### src/rtl/alu_nibble_seq_pkg.sv
// alu_nibble_seq_pkg: shared FSM state encodings and slice op codes
package alu_nibble_seq_pkg;
    typedef enum logic [1:0] {
        ST_IDLE = 2'd0,
        ST_RUN  = 2'd1,
        ST_DONE = 2'd2
    } state_t;
    localparam logic [1:0] OP_AND = 2'b00;
    localparam logic [1:0] OP_OR  = 2'b01;
    localparam logic [1:0] OP_XOR = 2'b10;
    localparam logic [1:0] OP_ADD = 2'b11;
endpackage

### src/rtl/alu_4bit_struct.sv
// alu_4bit_struct: combinational 4-bit ALU slice; carry out is only meaningful for ADD
module alu_4bit_struct
    import alu_nibble_seq_pkg::*;
(
    input  logic [3:0] a,
    input  logic [3:0] b,
    input  logic [1:0] s,
    input  logic       cin,
    output logic [3:0] f,
    output logic       cout
);
    logic [4:0] sum;
    always_comb begin
        sum  = {1'b0, a} + {1'b0, b} + {4'b0, cin};
        f    = s == OP_ADD ? sum[3:0] : s == OP_XOR ? a ^ b : s == OP_OR ? a | b : a & b;
        cout = s == OP_ADD && sum[4];
    end
endmodule

### src/rtl/alu_nibble_seq.sv
// alu_nibble_seq: WIDTH-bit ALU built by running one 4-bit slice LSB-first over NIB cycles
module alu_nibble_seq
    import alu_nibble_seq_pkg::*;
#(
    parameter int WIDTH = 16
) (
    input  logic             clk,
    input  logic             rst,
    input  logic             in_valid,
    output logic             in_ready,
    input  logic [WIDTH-1:0] a,
    input  logic [WIDTH-1:0] b,
    input  logic [1:0]       s,
    input  logic             cin,
    output logic             out_valid,
    input  logic             out_ready,
    output logic [WIDTH-1:0] f,
    output logic             cout,
    output logic             busy
);
    localparam int NIB = WIDTH / 4;
    localparam int CW  = $clog2(NIB);

    state_t           st;
    logic [WIDTH-1:0] a_q, b_q;
    logic [1:0]       s_q;
    logic             carry_q;
    logic [CW-1:0]    cnt;
    logic [3:0]       sf;
    logic             sc;
    logic             last;

    assign last = cnt == CW'(NIB - 1);

    alu_4bit_struct u_slice (
        .a    (a_q[{cnt, 2'b00} +: 4]),
        .b    (b_q[{cnt, 2'b00} +: 4]),
        .s    (s_q),
        .cin  (carry_q),
        .f    (sf),
        .cout (sc)
    );

    // Handshake outputs are registered alongside the state so they change only on transitions
    always_ff @(posedge clk) begin
        if (rst) begin
            st        <= ST_IDLE;
            in_ready  <= 1'b1;
            out_valid <= 1'b0;
            busy      <= 1'b0;
            f         <= '0;
            cout      <= 1'b0;
            cnt       <= '0;
            carry_q   <= 1'b0;
            a_q       <= '0;
            b_q       <= '0;
            s_q       <= '0;
        end else begin
            case (st)
                ST_IDLE: if (in_valid) begin
                    a_q      <= a;
                    b_q      <= b;
                    s_q      <= s;
                    carry_q  <= cin;
                    cnt      <= '0;
                    in_ready <= 1'b0;
                    busy     <= 1'b1;
                    st       <= ST_RUN;
                end
                ST_RUN: begin
                    f[{cnt, 2'b00} +: 4] <= sf;
                    carry_q              <= sc;
                    cnt                  <= last ? '0 : cnt + 1'b1;
                    if (last) begin
                        cout      <= sc;
                        out_valid <= 1'b1;
                        st        <= ST_DONE;
                    end
                end
                ST_DONE: if (out_ready) begin
                    out_valid <= 1'b0;
                    in_ready  <= 1'b1;
                    busy      <= 1'b0;
                    st        <= ST_IDLE;
                end
                default: st <= ST_IDLE;
            endcase
        end
    end
endmodule

### config.mk
export PLATFORM = sky130hd
export DESIGN_NAME = alu_nibble_seq
export DESIGN_NICKNAME = d
export VERILOG_FILES = /design/src/rtl/alu_nibble_seq_pkg.sv /design/src/rtl/alu_4bit_struct.sv /design/src/rtl/alu_nibble_seq.sv
export SDC_FILE = /design/constraint.sdc
export NUM_CORES = 1
export LEC_CHECK = 0
export ABC_AREA = 1
export CELL_PAD_IN_SITES_DETAIL_PLACEMENT = 1
export CELL_PAD_IN_SITES_GLOBAL_PLACEMENT = 1
export CORE_AREA = 3 3 69 119
export CTS_CLUSTER_DIAMETER = 60
export CTS_CLUSTER_SIZE = 12
export DETAILED_ROUTE_END_ITERATION = 10
export DIE_AREA = 0 0 72 122
export GPL_TIMING_DRIVEN = 0
export HOLD_SLACK_MARGIN = 0.02
export MAX_ROUTING_LAYER = met4
export PLACE_DENSITY = 0.79
export SETUP_SLACK_MARGIN = 0.05
export SYNTH_ARGS = -nofsm -noshare
export SYNTH_HDL_FRONTEND = slang
export SYNTH_SLANG_ARGS = --single-unit
### constraint.sdc
create_clock -name clk -period 6.5 [get_ports clk]
set_input_delay 0.65 -clock clk [delete_from_list [all_inputs] [get_ports clk]]
set_output_delay 0.65 -clock clk [all_outputs]
set_load 0.05 [all_outputs]
### Word-level counts from Yosys, hierarchy flattened

Cells that the tools add are included.
Widths: inputs -> output; s select.

| storage, ports and cells | value |
|---|---|
| register bits | 59 |
| bits of input ports | 39 |
| output and inout port bits | 20 |
| word-level logic and storage cells | 63 |

| cells by class | value |
|---|---|
| add/subtract/negate cells | 4 |
| equal/unequal tests | 9 |
| shifts and indexed selects | 4 |
| mux-type cells | 21 |
| bitwise logic cells | 3 |
| reductions and logical operators | 11 |

Operator list:

| cell | count |
|---|---|
| $shiftx 16x5->4 | 2 |
| $bwmux 16 | 1 |
| $shift 4x6->16 const A | 1 |
| $shiftx 4x6->16 | 1 |
| $mux 4 | 3 |
| $mux 2 | 5 |
| $reduce_and 3->1 | 3 |
| $eq 2x2->1 const B | 4 |
| $pmux 1 s2 | 4 |
| $mux 1 | 6 |
| $ne 2x2->1 const B | 3 |
| $neg 4->6 | 1 |
| $pmux 2 s3 | 1 |
| $reduce_and 2->1 | 3 |
| $reduce_bool 2->1 | 3 |
| $add 4x4->5 | 1 |
| $add 5x1->5 | 1 |
| $and 4x4->4 | 1 |
| $eq 2x1->1 const B | 2 |
| $or 4x4->4 | 1 |
| $pmux 2 s2 | 1 |
| $xor 4x4->4 | 1 |
| $add 2x1->2 const B | 1 |
| $logic_not 2->1 | 1 |
| $logic_and 1x1->1 | 1 |

### Depth between registers and ports, before layout

Gate-level depths: netlist of the first run.

| depth | value |
|---|---|
| depth in word-level cells | 7 |
| gate-level depth with buffers | 14 |
| gate-level depth less buffers | 13 |

### Cells and area by module

From an unflattened synthesis of the first run, not the netlist that was laid out.

| second synthesis, totals | value |
|---|---|
| cell total of the unflattened synthesis | 416 |
| area, all modules | 2875.3 um^2 |

Modules (own cells, without submodules):

| module | times used | cells each | area each (um^2) |
|---|---|---|---|
| alu_nibble_seq | 1 | 349 | 2481.1 |
| alu_4bit_struct | 1 | 67 | 394.1 |

### Worst setup path after synthesis of the first run

No wires, ideal clock.

| timing path | value |
|---|---|
| path type | reg2reg |
| start | reg cnt[1] |
| end | reg f[13] |
| arrival | 2.444 ns |
| data required time | 6.429 ns |
| slack | 3.985 ns |
| stages on the path, launching flop included | 10 |
| clock period less this slack | 2.515 ns |
| cells stage by stage | dfxtp_1 clkinv_1 buf_1 a32oi_1 fa_1 fa_1 o21ai_0 nor4_2 nand2_1 a21oi_1 |

| on the way | value |
|---|---|
| longest elaborated chain between the ends | 7 |
| elaborated cells between the ends (all ways) | 14 |
| those cells by class | add/sub (3); shift (4); mux (4); bitwise (3) |

RTL lines:

| element | RTL line | RTL |
|---|---|---|
| from (decl) | alu_nibble_seq.sv:28 | `logic [CW-1:0] cnt;` |
| from (signal assigned) | alu_nibble_seq.sv:73 | `cnt <= last ? '0 : cnt + 1'b1;` |
| parallel branches: the longest is 6 deep, another holds $add 4x4->5 | n/a |  |
| $bwmux 16 (*) | alu_nibble_seq.sv:71 | `f[{cnt, 2'b00} +: 4] <= sf;` |
| to (signal assigned) | alu_nibble_seq.sv:51 | `f <= '0;` |
| to (signal, indexed assignment) | alu_nibble_seq.sv:71 |  |
| to (decl) | alu_nibble_seq.sv:17 | `output logic [WIDTH-1:0] f,` |

Every way passes the cells marked *.
A chain may end at the register's enable or synchronous reset.

### Final worst setup path of the first run

| timing path | value |
|---|---|
| start | reg cnt[1] |
| end | reg f[14] |

Same word-level chain as after synthesis.

==> results of run 1 <==
worst register-to-register path, cell delays in order, from the launching register on:
cell and delay [ns]:
dfxtp_1 0.36, clkinv_1 0.17, buf_1 0.49, a32oi_1 0.32, fa_1 0.50, fa_1 0.42, nand2_1 0.13, a21oi_1 0.09
nor3_2 0.35, nand4_1 0.15, a21oi_1 0.14
metal layers:
layer / GRT usage / part of all wire / vias to the layer above
met5: - / 0 / -
met4: 0.113 / 0.035 / 0
met3: 0.0380 / 0.031 / 18
met2: 0.395 / 0.57 / 54
met1: 0.188 / 0.36 / 1251
li1: - / - / 1393
layout by cell type (no fill, tap or decap), types with 2 or more instances in the layout:
cell type,count
inv_1,25
fa_1,2
nand3_1,13
clkinv_1,2
buf_2,7
buf_4,2
clkdlybuf4s50_1,58
a21oi_1,32
ha_1,14
o21ai_0,37
o21a_1,2
clkbuf_1,9
clkbuf_8,3
o22ai_1,2
nand2_1,70
nor2_1,82
a32oi_1,8
dfxtp_1,59
nand2_2,3
inv_2,2
nand4_1,6
clkbuf_16,9
stage by stage:
| step | instance area (sq um) | std cells | hold WS (ns) | util |
|---|---|---|---|---|
| detailed placement | 3500 | 528 | 0.455 | 0.477 |
| floorplan | 2810 | 384 | 0.455 | - |
| global placement | 3500 | 528 | 0.445 | 0.477 |
| finish | 3780 | 543 | 0.461 | 0.515 |
| global route | 3780 | 543 | 0.484 | 0.515 |
| CTS | 3780 | 543 | 0.463 | 0.515 |
cell usage after synthesis, drive strengths merged:
cell type  count
o22ai          2
buf           10
clkinv         2
nand3         13
nor2          83
nor3           2
o21ai         38
a32oi          8
a31oi          1
dfxtp         59
nand3b         1
inv           27
nand4          6
clkbuf         7
nor4           2
a21oi         32
nand2         73
fa             2
ha            14
o21a           2
final cells by class:
cell class	instances	area, sq um
plain buffers	17	80.1
clock buffers	14	274
clock inverters	1	7.51
fillers	932	3560
inverters	29	109
multi-input cells	279	1440
flip-flops and latches	59	1180
well taps	86	108
repair buffers	58	581
worst min path at each step:
stage / start / to / slack (ns)
CTS: f[4] / f[4] / 0.46
global route: f[14] / f[14] / 0.48
floorplan: b_q[12] / b_q[12] / 0.46
finish: f[4] / f[4] / 0.46
global placement: in_ready / in_ready / 0.44
detailed placement: f[4] / f[4] / 0.45
cell families after synthesis:
| family | after synthesis |
|---|---|
| simple gates | 180 |
| compound gates | 83 |
| flops | 59 |
| buf+inv | 46 |
| fa+ha+maj | 16 |
state kept, by name (all words and copies together), names as in the netlist:
name and flops:
a_q 16, b_q 16, f 16, cnt 2, s_q 2, st 2
busy 1, carry_q 1, cout 1, in_ready 1, out_valid 1
report_power, final:
part	total, mW	internal [mW]	switching (mW)
logic	0.178	0.0700	0.108
registers	0.400	0.385	0.0151
clock network	0.443	0.286	0.157
==> impl_metrics.csv, run 1 <==
group,metric,value,unit
status,status,"finished, final reports clean",
floorplan,rows,41,
pwr,ir_worst_vdd,0.148,mV
floorplan,fp.dieW,72,um
global_route,grt_pass1_vias,2835,
routing,via_per_inst,5.00,
sta,slew_headroom,0.605,
sta,hold_viol,0,
critical_path,crit_chain,"clkinv_1 -> buf_1 -> a32oi_1 -> fa_1 -> fa_1 -> nand2_1 -> a21oi_1 -> nor3_2 -> nand4_1 -> a21oi_1",
critical_path,crit_path_max_fanout,12,
sta,min_period_over_period,0.489,
cells_and_area,diodes,0,
sta,setup_violations,0,
placement,portBuffers,58,
global_route,grt_max_degree,13,
placement,preCtsSetupSlack,3.33,ns
cts,cts_resized,0,
pwr,p_per_area,270,nW/um^2
placement,hpwl,6.29,mm
critical_path,r2r_start,"cnt[1]",
sta,setup_tns,0,ns
cells_and_area,synthToLayoutAreaGrowth,34.5,%
sta,drv_slew,0,
yosys,synth-simple-area-share,0.274,
cts,tritoncts,"yes",
job,drv_cap,0,
yosys,syn_avg_cell_area,7.31,sq um
sta,rsz0062_at_grt,"false",
routing,antenna_left,0,
sta,fmax,315,MHz
yosys,synthCells,384,
critical_path,cp_top_family,"adder cells",
yosys,synth_top_family_by_area,"simple AND/OR/NAND/NOR gates",
cts,cts_htree_levels,3,
critical_path,timing.rr.end,"f[14]",
routing,wl,8.02,mm
worst_hold_path,hp-class,"reg2reg",
critical_path,cp-end-kind,"flip-flop",
yosys,seq_area_frac_synth,0.421,
yosys,syn_nets,439,
sta,tightest_slew,0.593,ns
floorplan,core-area,7340,sq um
floorplan,die-area,8780,sq um
placement,gp_congestion,0.840,
yosys,yosys.area.top_type,"dfxtp_1",
cells_and_area,layout-drive-gt1-share,0.0678,
critical_path,crit_end,"f[14]",
routing,drt_iter0_markers,90,
routing,drc,0,
critical_path,r2r_slack,3.32,ns
critical_path,cpPeakStageDelay,0.50,ns
yosys,synth_mux_area_frac,0,
routing,drt-wirelength-per-cell,14.8,um
cts,clock_path_buffers,2,
global_route,track_usage,0.208,
yosys,synthTopCellsByArea,"dfxtp_1 42%, nor2_1 11%, nand2_1 9.4%, o21ai_0 6.6%, ha_1 6.2%",
floorplan,pin_count,59,
critical_path,cp-startpoint,"cnt[1]",
cts,cts_root_buf,"clkbuf_16",
yosys,synth-compound-area-share,0.162,
yosys,yosys_warnings,0,
yosys,mappedNetlistArea,2810,sq um
critical_path,crit_required,6.76,ns
global_route,grt_pass1_wl,13.3,mm
cts,clk_latency,0.33,ns
sta,finalCriticalPeriod,3.18,ns
yosys,synth_fa_ha_area_frac,0.0766,
worst_hold_path,min_path_cells,2,
floorplan,start_util,0.383,
yosys,synth-xor-area-share,0,
yosys,yosys.area.top_type_share,0.421,
global_route,overflow,0,
sta,timing.final.ws_setup,3.32,ns
sta,clock-skew-final,0.00784,ns
cts,cts-hold-fix-buffers,0,
cells_and_area,fin_nets,508,
yosys,synthDistinctLibCells,28,
routing,vias,2716,
yosys,ys_ff_latch,59,
cts,postCtsSetupRepairBufs,0,
pwr,leakage,1.52,nW
critical_path,start_kind,"flip-flop",
pwr,fin_total_pwr,1.02,mW
critical_path,path_depth,10,
critical_path,critical_path_buf_inv_count,2,
cts,clock-sinks,59,
critical_path,slowest_stage,"fa_1",
routing,first_pass_iters,4,
cts,clk_pin_slew,0.05,ns
cts,numCtsBuffers,9,
critical_path,cp.arrival,3.44,ns
critical_path,critical_path_class,"reg2reg",
floorplan,fp.dieH,122,um
critical_path,rr_worst_depth,10,
global_route,antenna_found_initial,0,
Power figures use the tool's default switching activity.
==> run 2: changes to the inputs <==
--- a/config.mk
+++ b/config.mk
@@ -8,15 +8,15 @@
 export ABC_AREA = 1
 export CELL_PAD_IN_SITES_DETAIL_PLACEMENT = 1
 export CELL_PAD_IN_SITES_GLOBAL_PLACEMENT = 1
-export CORE_AREA = 3 3 69 119
+export CORE_AREA = 3 3 71 123
 export CTS_CLUSTER_DIAMETER = 60
 export CTS_CLUSTER_SIZE = 12
 export DETAILED_ROUTE_END_ITERATION = 10
-export DIE_AREA = 0 0 72 122
+export DIE_AREA = 0 0 74 126
 export GPL_TIMING_DRIVEN = 0
 export HOLD_SLACK_MARGIN = 0.02
 export MAX_ROUTING_LAYER = met4
-export PLACE_DENSITY = 0.79
+export PLACE_DENSITY = 0.74
 export SETUP_SLACK_MARGIN = 0.05
 export SYNTH_ARGS = -nofsm -noshare
 export SYNTH_HDL_FRONTEND = slang
==> constraint.sdc (replaced) <==
create_clock -name clk -period 3.13 [get_ports clk]
set_input_delay 0.313 -clock clk [delete_from_list [all_inputs] [get_ports clk]]
set_output_delay 0.313 -clock clk [all_outputs]
set_load 0.05 [all_outputs]
==> run 2 against run 1 <==
Final area up 0.53%. Non-clock buffer count up 1. Combinational power up 110%. Clock power up 100%. Utilization down 3.5 points. Via count up 1.8%. Fmax up 9.0%. Wire length up 2.7%. Cell count up 1.1%. Clock skew down 0.0015 ns. Critical path type unchanged. Critical endpoint unchanged. Largest power group unchanged.
==> impl_metrics.csv, run 2 (same netlist as run 1, synthesis figures left out) <==
group,metric,value,unit
status,status,"finished, final reports clean",
cells_and_area,final_area,3800,sq um
floorplan,fp.dieH,126,um
sta,setup_tns,0,ns
placement,preCtsSetupSlack,-0.118,ns
critical_path,slowest_stage,"fa_1",
routing,drt_iter0_markers,76,
global_route,grt_pass1_vias,2970,
sta,drv_slew,0,
global_route,antenna_found_initial,0,
routing,drt-wirelength-per-cell,15.0,um
routing,antenna_left,0,
critical_path,critical_path_buf_inv_count,2,
routing,drc,0,
cts,cts_root_buf,"clkbuf_16",
placement,gp_congestion,0.843,
cts,tritoncts,"yes",
critical_path,cp-end-kind,"flip-flop",
sta,hold_viol,0,
cells_and_area,fill_cells,1006,
cells_and_area,final_common_cell,"nor2_1",
critical_path,crit_path_max_fanout,12,
cts,numCtsBuffers,9,
global_route,overflow,0,
sta,finalCriticalPeriod,2.92,ns
sta,rsz0062_at_grt,"false",
cells_and_area,diodes,0,
cts,clock-sinks,59,
placement,hpwl,6.52,mm
cells_and_area,reg.largest.list,"a_q (16), b_q (16), f (16)",
routing,wl,8.23,mm
critical_path,crit_chain,"clkinv_1 -> buf_2 -> a32oi_2 -> fa_1 -> fa_1 -> nand2_1 -> a21oi_1 -> nor3_2 -> nand4_1 -> a21oi_1",
floorplan,start_util,0.355,
cells_and_area,layout-drive-gt1-share,0.0850,
placement,portBuffers,58,
critical_path,start_kind,"flip-flop",
critical_path,cp_top_family,"adder cells",
critical_path,cpPeakStageDelay,0.48,ns
critical_path,r2r_slack,0.21,ns
routing,via_per_inst,5.03,
routing,first_pass_iters,4,
cts,clk_latency,0.33,ns
critical_path,cp.arrival,3.18,ns
cts,cts_htree_levels,3,
sta,fmax,343,MHz
routing,vias,2764,
critical_path,crit_required,3.39,ns
worst_hold_path,whs_endpoint,"in_ready",
critical_path,critical_path_class,"reg2reg",
floorplan,fp.dieW,74,um
cells_and_area,synthToLayoutAreaGrowth,35.2,%
worst_hold_path,min_from,"in_ready",
worst_hold_path,min_path_cells,2,
sta,min_period_over_period,0.932,
critical_path,r2r_start,"cnt[1]",
sta,timing.final.ws_setup,0.212,ns
cts,clk_pin_slew,0.06,ns
pwr,p_per_area,552,nW/um^2
pwr,ir_worst_vdd,0.293,mV
critical_path,timing.rr.end,"f[14]",
global_route,grt_max_degree,13,
sta,setup_violations,0,
cells_and_area,layout_common_cells,"82 x nor2_1, 70 x nand2_1, 58 x dfxtp_1, 58 x clkdlybuf4s50_1, 37 x o21ai_0",
pwr,leakage,1.52,nW
pwr,fin_total_pwr,2.10,mW
floorplan,rows,43,
floorplan,pin_count,59,
critical_path,rr_worst_depth,10,
cts,clock_path_buffers,2,
global_route,grt_pass1_wl,13.8,mm
sta,slew_headroom,0.653,
sta,clock-skew-final,0.00638,ns
worst_hold_path,hp-class,"reg2reg",
job,drv_cap,0,
placement,dpl_cell_area,3500,sq um
sta,tightest_slew,0.521,ns
floorplan,core-area,7910,sq um
cells_and_area,fin_nets,509,
global_route,track_usage,0.200,
floorplan,die-area,9320,sq um
-- run 2: power by group --
part	internal (mW)	switching (mW)	total (mW)
sequential	0.798	0.0323	0.831
combinational	0.148	0.230	0.378
clock	0.534	0.355	0.889
total	1.48	0.617	2.10
-- run 2: through the flow --
step,instances,utilization,hold WS [ns]
finish,549,0.480,0.461
global route,549,0.480,0.482
CTS,548,0.477,0.463
detailed placement,532,0.443,0.454
global placement,532,0.443,0.443
floorplan,384,-,0.382
-- run 2: final cells by class --
class / count / area (sq um) / area share
Clock inverter: 6 / 41.3 / 0.0109
Clock buffer: 10 / 229 / 0.0603
Tap cell: 90 / 113 / 0.0297
Multi-Input combinational cell: 279 / 1450 / 0.383
Sequential cell: 59 / 1180 / 0.311
Buffer: 17 / 82.6 / 0.0217
Inverter: 29 / 109 / 0.0287
Timing Repair Buffer: 59 / 588 / 0.155
-- run 2: metal layers --
metal  track usage  up-vias  wire length (um)
met1         0.193     1285              2980
met4         0.104        0               320
li1              -     1392                 -
met5             -        -                 0
met2         0.362       60              4680
met3        0.0383       27               248
-- run 2: what timing repair did --
item / 4_1_cts / 5_1_grt
gates resized for setup: 2 / 4
setup endpoints to repair: 6 / 8
setup buffers: 0 / 1
hold buffers: 0 / 0
pin swaps: 0 / 1
-- run 2: worst min-delay path, stage by stage, from the launching register on --
cell	delay [ns]
dfxtp_1	0.33
nand2_1	0.05
nand3_1	0.05
-- run 2: worst max-delay path by stage --
stage | start | to | slack, ns | cells after the start
floorplan | cnt[1] | f[13] | 0.62 | 9
finish | cnt[1] | f[14] | 0.21 | 10
global route | cnt[1] | f[14] | 0.06 | 10
global placement | cnt[1] | f[13] | -0.09 | 9
detailed placement | cnt[1] | f[14] | -0.12 | 10
CTS | cnt[0] | f[14] | 0.14 | 11
==> run 3: changes to the inputs <==
--- a/config.mk
+++ b/config.mk
@@ -16,8 +16,10 @@
 export GPL_TIMING_DRIVEN = 0
 export HOLD_SLACK_MARGIN = 0.02
 export MAX_ROUTING_LAYER = met4
-export PLACE_DENSITY = 0.74
+export PLACE_DENSITY_LB_ADDON = 0.3
+export RECOVER_POWER = 50
 export SETUP_SLACK_MARGIN = 0.05
 export SYNTH_ARGS = -nofsm -noshare
 export SYNTH_HDL_FRONTEND = slang
 export SYNTH_SLANG_ARGS = --single-unit
+export TNS_END_PERCENT = 30
==> run 3 against run 2 <==
Critical path depth is the same. Clock power grew 11%. Fmax grew 2.0%. Final area grew 0.66%. Cell count is the same. Wire length shrank 4.1%. Sequential cell count is the same. Global-route usage shrank 0.98 points. Register-to-register slack gained 0.06 ns. Highest routed layer unchanged.
==> impl_metrics.csv, run 3 (same netlist as run 1, synthesis figures left out) <==
group,metric,value,unit
floorplan,fp.dieH,126,um
pwr,ir_worst_vdd,0.391,mV
global_route,track_usage,0.191,
routing,drc,0,
cts,cts_root_buf,"clkbuf_16",
cts,tritoncts,"yes",
placement,hpwl,6.22,mm
routing,first_pass_iters,4,
cells_and_area,layout_common_cells,"82 x nor2_1, 70 x nand2_1, 58 x dfxtp_1, 57 x clkdlybuf4s50_1, 37 x o21ai_0",
cts,clk_pin_slew,0.05,ns
global_route,antenna_found_initial,0,
routing,vias,2701,
cells_and_area,diodes,0,
floorplan,start_util,0.355,
sta,tightest_slew,0.551,ns
cells_and_area,fin_nets,509,
global_route,grt_pass1_vias,2864,
cts,cts-hold-fix-buffers,0,
placement,preCtsSetupSlack,-0.162,ns
floorplan,fp.dieW,74,um
critical_path,cp-end-kind,"flip-flop",
cells_and_area,reg.largest.list,"a_q (16), b_q (16), f (16)",
placement,dpl_cell_area,3500,sq um
critical_path,critical_path_class,"reg2reg",
floorplan,core-area,7910,sq um
routing,antenna_left,0,
sta,timing.final.ws_setup,0.270,ns
status,status,"finished, final reports clean",
sta,fmax,350,MHz
placement,gp_congestion,0.840,
cts,clock_path_buffers,2,
job,drv_cap,0,
cells_and_area,layout-drive-gt1-share,0.0741,
critical_path,crit_required,3.38,ns
sta,clock-skew-final,0.00980,ns
pwr,p_per_area,573,nW/um^2
sta,rsz0062_at_grt,"false",
cts,numCtsBuffers,9,
critical_path,cp.arrival,3.11,ns
global_route,grt_pass1_wl,13.1,mm
sta,hold_viol,0,
placement,portBuffers,58,
floorplan,pin_count,59,
cells_and_area,final_area,3820,sq um
sta,finalCriticalPeriod,2.86,ns
cts,clock-sinks,59,
pwr,fin_total_pwr,2.19,mW
global_route,grt_max_degree,13,
sta,min_period_over_period,0.914,
routing,drt-wirelength-per-cell,14.4,um
sta,drv_slew,0,
cells_and_area,synthToLayoutAreaGrowth,36.1,%
floorplan,die-area,9320,sq um
sta,hold_ws,0.461,ns
floorplan,rows,43,
global_route,overflow,0,
cts,clk_latency,0.33,ns
pwr,leakage,1.54,nW
critical_path,cpPeakStageDelay,0.48,ns
worst_hold_path,hp-class,"reg2reg",
cts,cts_htree_levels,3,
routing,wl,7.89,mm
sta,slew_headroom,0.633,
sta,setup_violations,0,
routing,drt_iter0_markers,89,
critical_path,crit_path_max_fanout,12,
critical_path,start_kind,"flip-flop",
routing,via_per_inst,4.92,
critical_path,crit_chain,"clkinv_1 -> buf_2 -> a32oi_2 -> fa_1 -> fa_1 -> nand2_1 -> a21oi_1 -> nor3_2 -> nand4_1 -> a21oi_1",
cells_and_area,final_util,0.483,
critical_path,slowest_stage,"fa_1",
cells_and_area,final_common_cell,"nor2_1",
==> run 3: cell types whose count changed in the layout (fill, tap and decap cells not counted), moves of 2 or more <==
cell	previous run	this run
buf_4	3	1
buf_2	8	6
clkinvlp_4	3	0
clkbuf_8	0	2
clkbuf_1	7	11
==> run 3: where the power goes <==
group	internal [mW]	switching, mW
Sequential	0.799	0.0319
Combinational	0.146	0.222
Clock	0.657	0.334
Total	1.60	0.588
==> run 3: timing repair <==
| action | 4_1_cts | 5_1_grt |
|---|---|---|
| pin swaps | 0 | 1 |
| setup endpoints to repair | 5 | 4 |
| buffers inserted | 0 | 1 |
| gates resized for setup | 2 | 4 |
==> run 3: worst paths after layout <==
check / start / end / slack [ns] / cells past startpoint
worst max-delay path: cnt[1] / f[14] / 0.27 / 10
worst min-delay path: f[9] / f[9] / 0.46 / 2
worst max register to register: cnt[1] / f[14] / 0.27 / 10
worst min register to register: f[9] / f[9] / 0.46 / 2
==> run 3: per-layer routing <==
layer / part of all wire / up-vias / GRT usage / wire (um)
met3: 0.030 / 27 / 0.0335 / 237
met4: 0.049 / 0 / 0.113 / 387
met2: 0.56 / 57 / 0.346 / 4460
met1: 0.36 / 1214 / 0.177 / 2810
met5: 0 / - / - / 0
li1: - / 1403 / - / -
==> run 3: final cells by class <==
cell class / count / area (sq um)
Clock inverter: 4 / 48.8
Timing Repair Buffer: 59 / 588
Buffer: 17 / 72.6
Sequential cell: 59 / 1180
Tap cell: 90 / 113
Fill cell: 979 / 4090
Multi-Input combinational cell: 279 / 1450
Clock buffer: 12 / 256
Inverter: 29 / 109
==> run 3: per-stage QoR <==
stage                     setup TNS, ns  cells
after floorplan                       0    384
after global placement           -0.152    532
after detailed placement         -0.337    532
after CTS                             0    548
after global routing                  0    549
final                                 0    549
==> run 3: worst max-delay path: cells and delay by family (launching register included) <==
| kind | cells | cell delay (ns) |
|---|---|---|
| adders and majority gates | 2 | 0.90 |
| AOI/OAI and AO/OA | 3 | 0.45 |
| buffers and inverters | 2 | 0.47 |
| and+or+nand+nor | 3 | 0.59 |
| DFF | 1 | 0.37 |
==> patch 1: new RTL, flow settings as in run 2 <==
Change the parameter `WIDTH` from 16 to 32.
--- a/src/rtl/alu_nibble_seq.sv
+++ b/src/rtl/alu_nibble_seq.sv
@@ -4,3 +4,3 @@
 #(
-    parameter int WIDTH = 16
+    parameter int WIDTH = 32
 ) (
Interface: changed (resized a, b and f); port bits go from 59 to 107. The function was not compared with the original's and may differ.
==> patch 1 against run 2 <==
  * The run now fails in 3_1_place_gp_skip_io
  * Synthesized area increased by 77%
==> patch 1: results <==
[status]
stop_stage = 3_1_place_gp_skip_io
first-error = [ERROR GPL-0301] Utilization 102.237 % exceeds 100%.
status = stopped before the end

[floorplan]
die_width_um = 74

[synth]
synth_warnings = 0
synthTopCellsByCount = nor2_1, dfxtp_1, o21ai_0
avgSynthCellArea_um2 = 6.82
yosysSeqAreaShare_pct = 43.4
ys_ff_latch = 108
async_flop_share_pct = 0
synth.net_count = 815
yosys_most_used_dff = dfxtp_1
synth.top_cell.area_share_pct = 43.4
synth_cell_type_count = 25
synthTopCellsByArea = dfxtp_1, nor2_1, o21ai_0
[patch 1: cell count changes after synthesis, moves of 6 or more]
cell	change
buf_2	+6
o21ai_1	+50
o21ai_0	+57
inv_1	+11
nand4_1	-6
dfxtp_1	+49
a21oi_1	-11
inv_2	+11
nand3_1	+9
a32oi_1	-8
nand2_1	+7
nor2_1	+154
clkbuf_1	+14
[patch 1: kinds of logic after synthesis]
logic type / count (synthesis) / synth area share (%)
AO/OA/AOI/OAI: 173 / 17.6
adder cells (fa/ha/maj): 14 / 3.82
AND/OR/NAND/NOR: 346 / 27.9
flip-flops: 108 / 43.4
buffers and inverters: 89 / 7.24
==> patch 2: new RTL, settings of run 2 <==
Without the edit above. Encoding of `state_t`: now one-hot (3 bits for 3 states).
--- a/src/rtl/alu_nibble_seq_pkg.sv
+++ b/src/rtl/alu_nibble_seq_pkg.sv
@@ -2,6 +2,6 @@
 package alu_nibble_seq_pkg;
-    typedef enum logic [1:0] {
-        ST_IDLE = 2'd0,
-        ST_RUN  = 2'd1,
-        ST_DONE = 2'd2
+    typedef enum logic [2:0] {
+        ST_IDLE = 3'b001,
+        ST_RUN  = 3'b010,
+        ST_DONE = 3'b100
     } state_t;
Behaviour: same outputs for any inputs over 10 cycles, from zero or initial values and one cycle with rst high; not proved beyond that.
==> patch 2 against run 2 <==
  * Total power up 5.7%
  * Synthesized area up 1.6%
  * Sequential cell count increased by 1
  * Hold slack better by 0.0015 ns
  * Critical endpoint is now f[6]
  * Worst setup slack gained 0.13 ns
  * Cell area grew 2.3%
  * Clock power up 12%
  * Utilization increased by 1.1 points
  * Wire length is 4.7% higher
==> patch 2: results <==
[pwr]
peakVddDrop_mv = 0.320
p_leak_nw = 1.60

[routing]
wl_per_cell_um = 15.2
drtPass1Iterations = 5
dr_wl_met2_um = 4790
drt-initial-drc-count = 64
wl_met1_um = 3160
dr.max_layer_used = met4
route.met3.wl_um = 272
num_vias = 2862

[clocking]
cts_setup_buffers = 0
clkTransAtPathRegs_ns = 0.06
insertion_delay_ns = 0.33

[worst_setup_path]
arrival_ns = 3.05
r2r_slack_ns = 0.34

[synth]
synth_cell_type_count = 25
async_flop_share_pct = 0
synthTopCellsByCount = nor2_1, nand2_1, dfxtp_1
synth.net_count = 457
synthTopCellsByArea = dfxtp_1, nor2_1, nand2_1
yosys_most_used_dff = dfxtp_1
yosysSeqAreaShare_pct = 42.1
avgSynthCellArea_um2 = 7.09

[global_route]
grtUsageMet1_pct = 19.8
antenna_found_initial = 0
met2_usage_pct = 36.1
grt_usage_pct = 20.4
grt_pass1_wl_um = 14200
grt_max_degree = 13
grt_pass1_vias = 3028
use_met3_pct = 4.23

[placement]
place_inst = 550
io_buffers = 58
place_area_um2 = 3540
gp_congestion = 0.877
pre_cts_slack_ns = -0.369
dp_hpwl_um = 6720

[final_layout]
finalNonFillerCells = 566
nets = 526
layout-drive-gt1-share_pct = 7.14
fillerInstances = 1020
antenna_cells = 0

[sta]
fin_skew_ns = 0.00631
hold_ws_ns = 0.462
layout_min_cycle_time_ns = 2.79
relSlewSlack_pct = 52.1

[worst_hold_path]
worstHoldStart = f[14]

[status]
status = finished clean
==> patch 2: cell types whose count changed after synthesis, sizes merged, moves of 2 or more <==
cell,delta
nor4,-2
nand3,+4
clkbuf,+7
buf,-6
nor3,+3
inv,+9
o21ai,-4
nor2,+6
==> patch 2: final timing paths <==
kind / cells past startpoint / to
worst max register to register: 13 / f[6]
worst min-delay path: 2 / f[14]
worst max-delay path: 13 / f[6]
worst min register to register: 2 / f[14]
==> patch 2: what timing repair did <==
action	4_1_cts	5_1_grt
cloned	0	0
gates resized for setup	6	11
pin swaps	0	0
hold endpoints to repair	0	0
hold buffers	0	0
setup endpoints to repair	11	3
==> patch 2: logic make-up after synthesis <==
group	after synthesis	share of synthesized area (%)
AOI/OAI and AO/OA	80	15.7
adders and majority gates	16	7.55
buffers and inverters	56	7.50
DFF	60	42.1
and+or+nand+nor	190	27.2
==> patch 2: report_power, final <==
| part | switching (W) | internal [W] | leakage [nW] |
|---|---|---|---|
| registers | 0.0000342 | 0.000821 | 0.493 |
| logic | 0.000221 | 0.000140 | 0.966 |
| clock network | 0.000381 | 0.000619 | 0.142 |
| total | 0.000636 | 0.00158 | 1.60 |
==> patch 2: final cells by class <==
type	count	area (µm²)	share of cell area [%]
Buffer	18	78.8	2.03
Clock buffer	9	225	5.80
Clock inverter	7	76.3	1.96
Inverter	38	143	3.67
Multi-Input combinational cell	286	1460	37.7
Sequential cell	60	1200	31.0
Tap cell	90	113	2.90
Timing Repair Buffer	58	581	14.9
==> patch 2: worst max-delay path: stages, from the launching register on <==
cell	delay, ns
dfxtp_1	0.37
inv_2	0.15
buf_4	0.23
a32oi_2	0.21
fa_2	0.43
fa_1	0.39
nand2_1	0.11
inv_1	0.05
o21a_1	0.17
nor2_2	0.15
nand2_1	0.09
nor2_2	0.16
nand2_1	0.08
a21oi_1	0.13
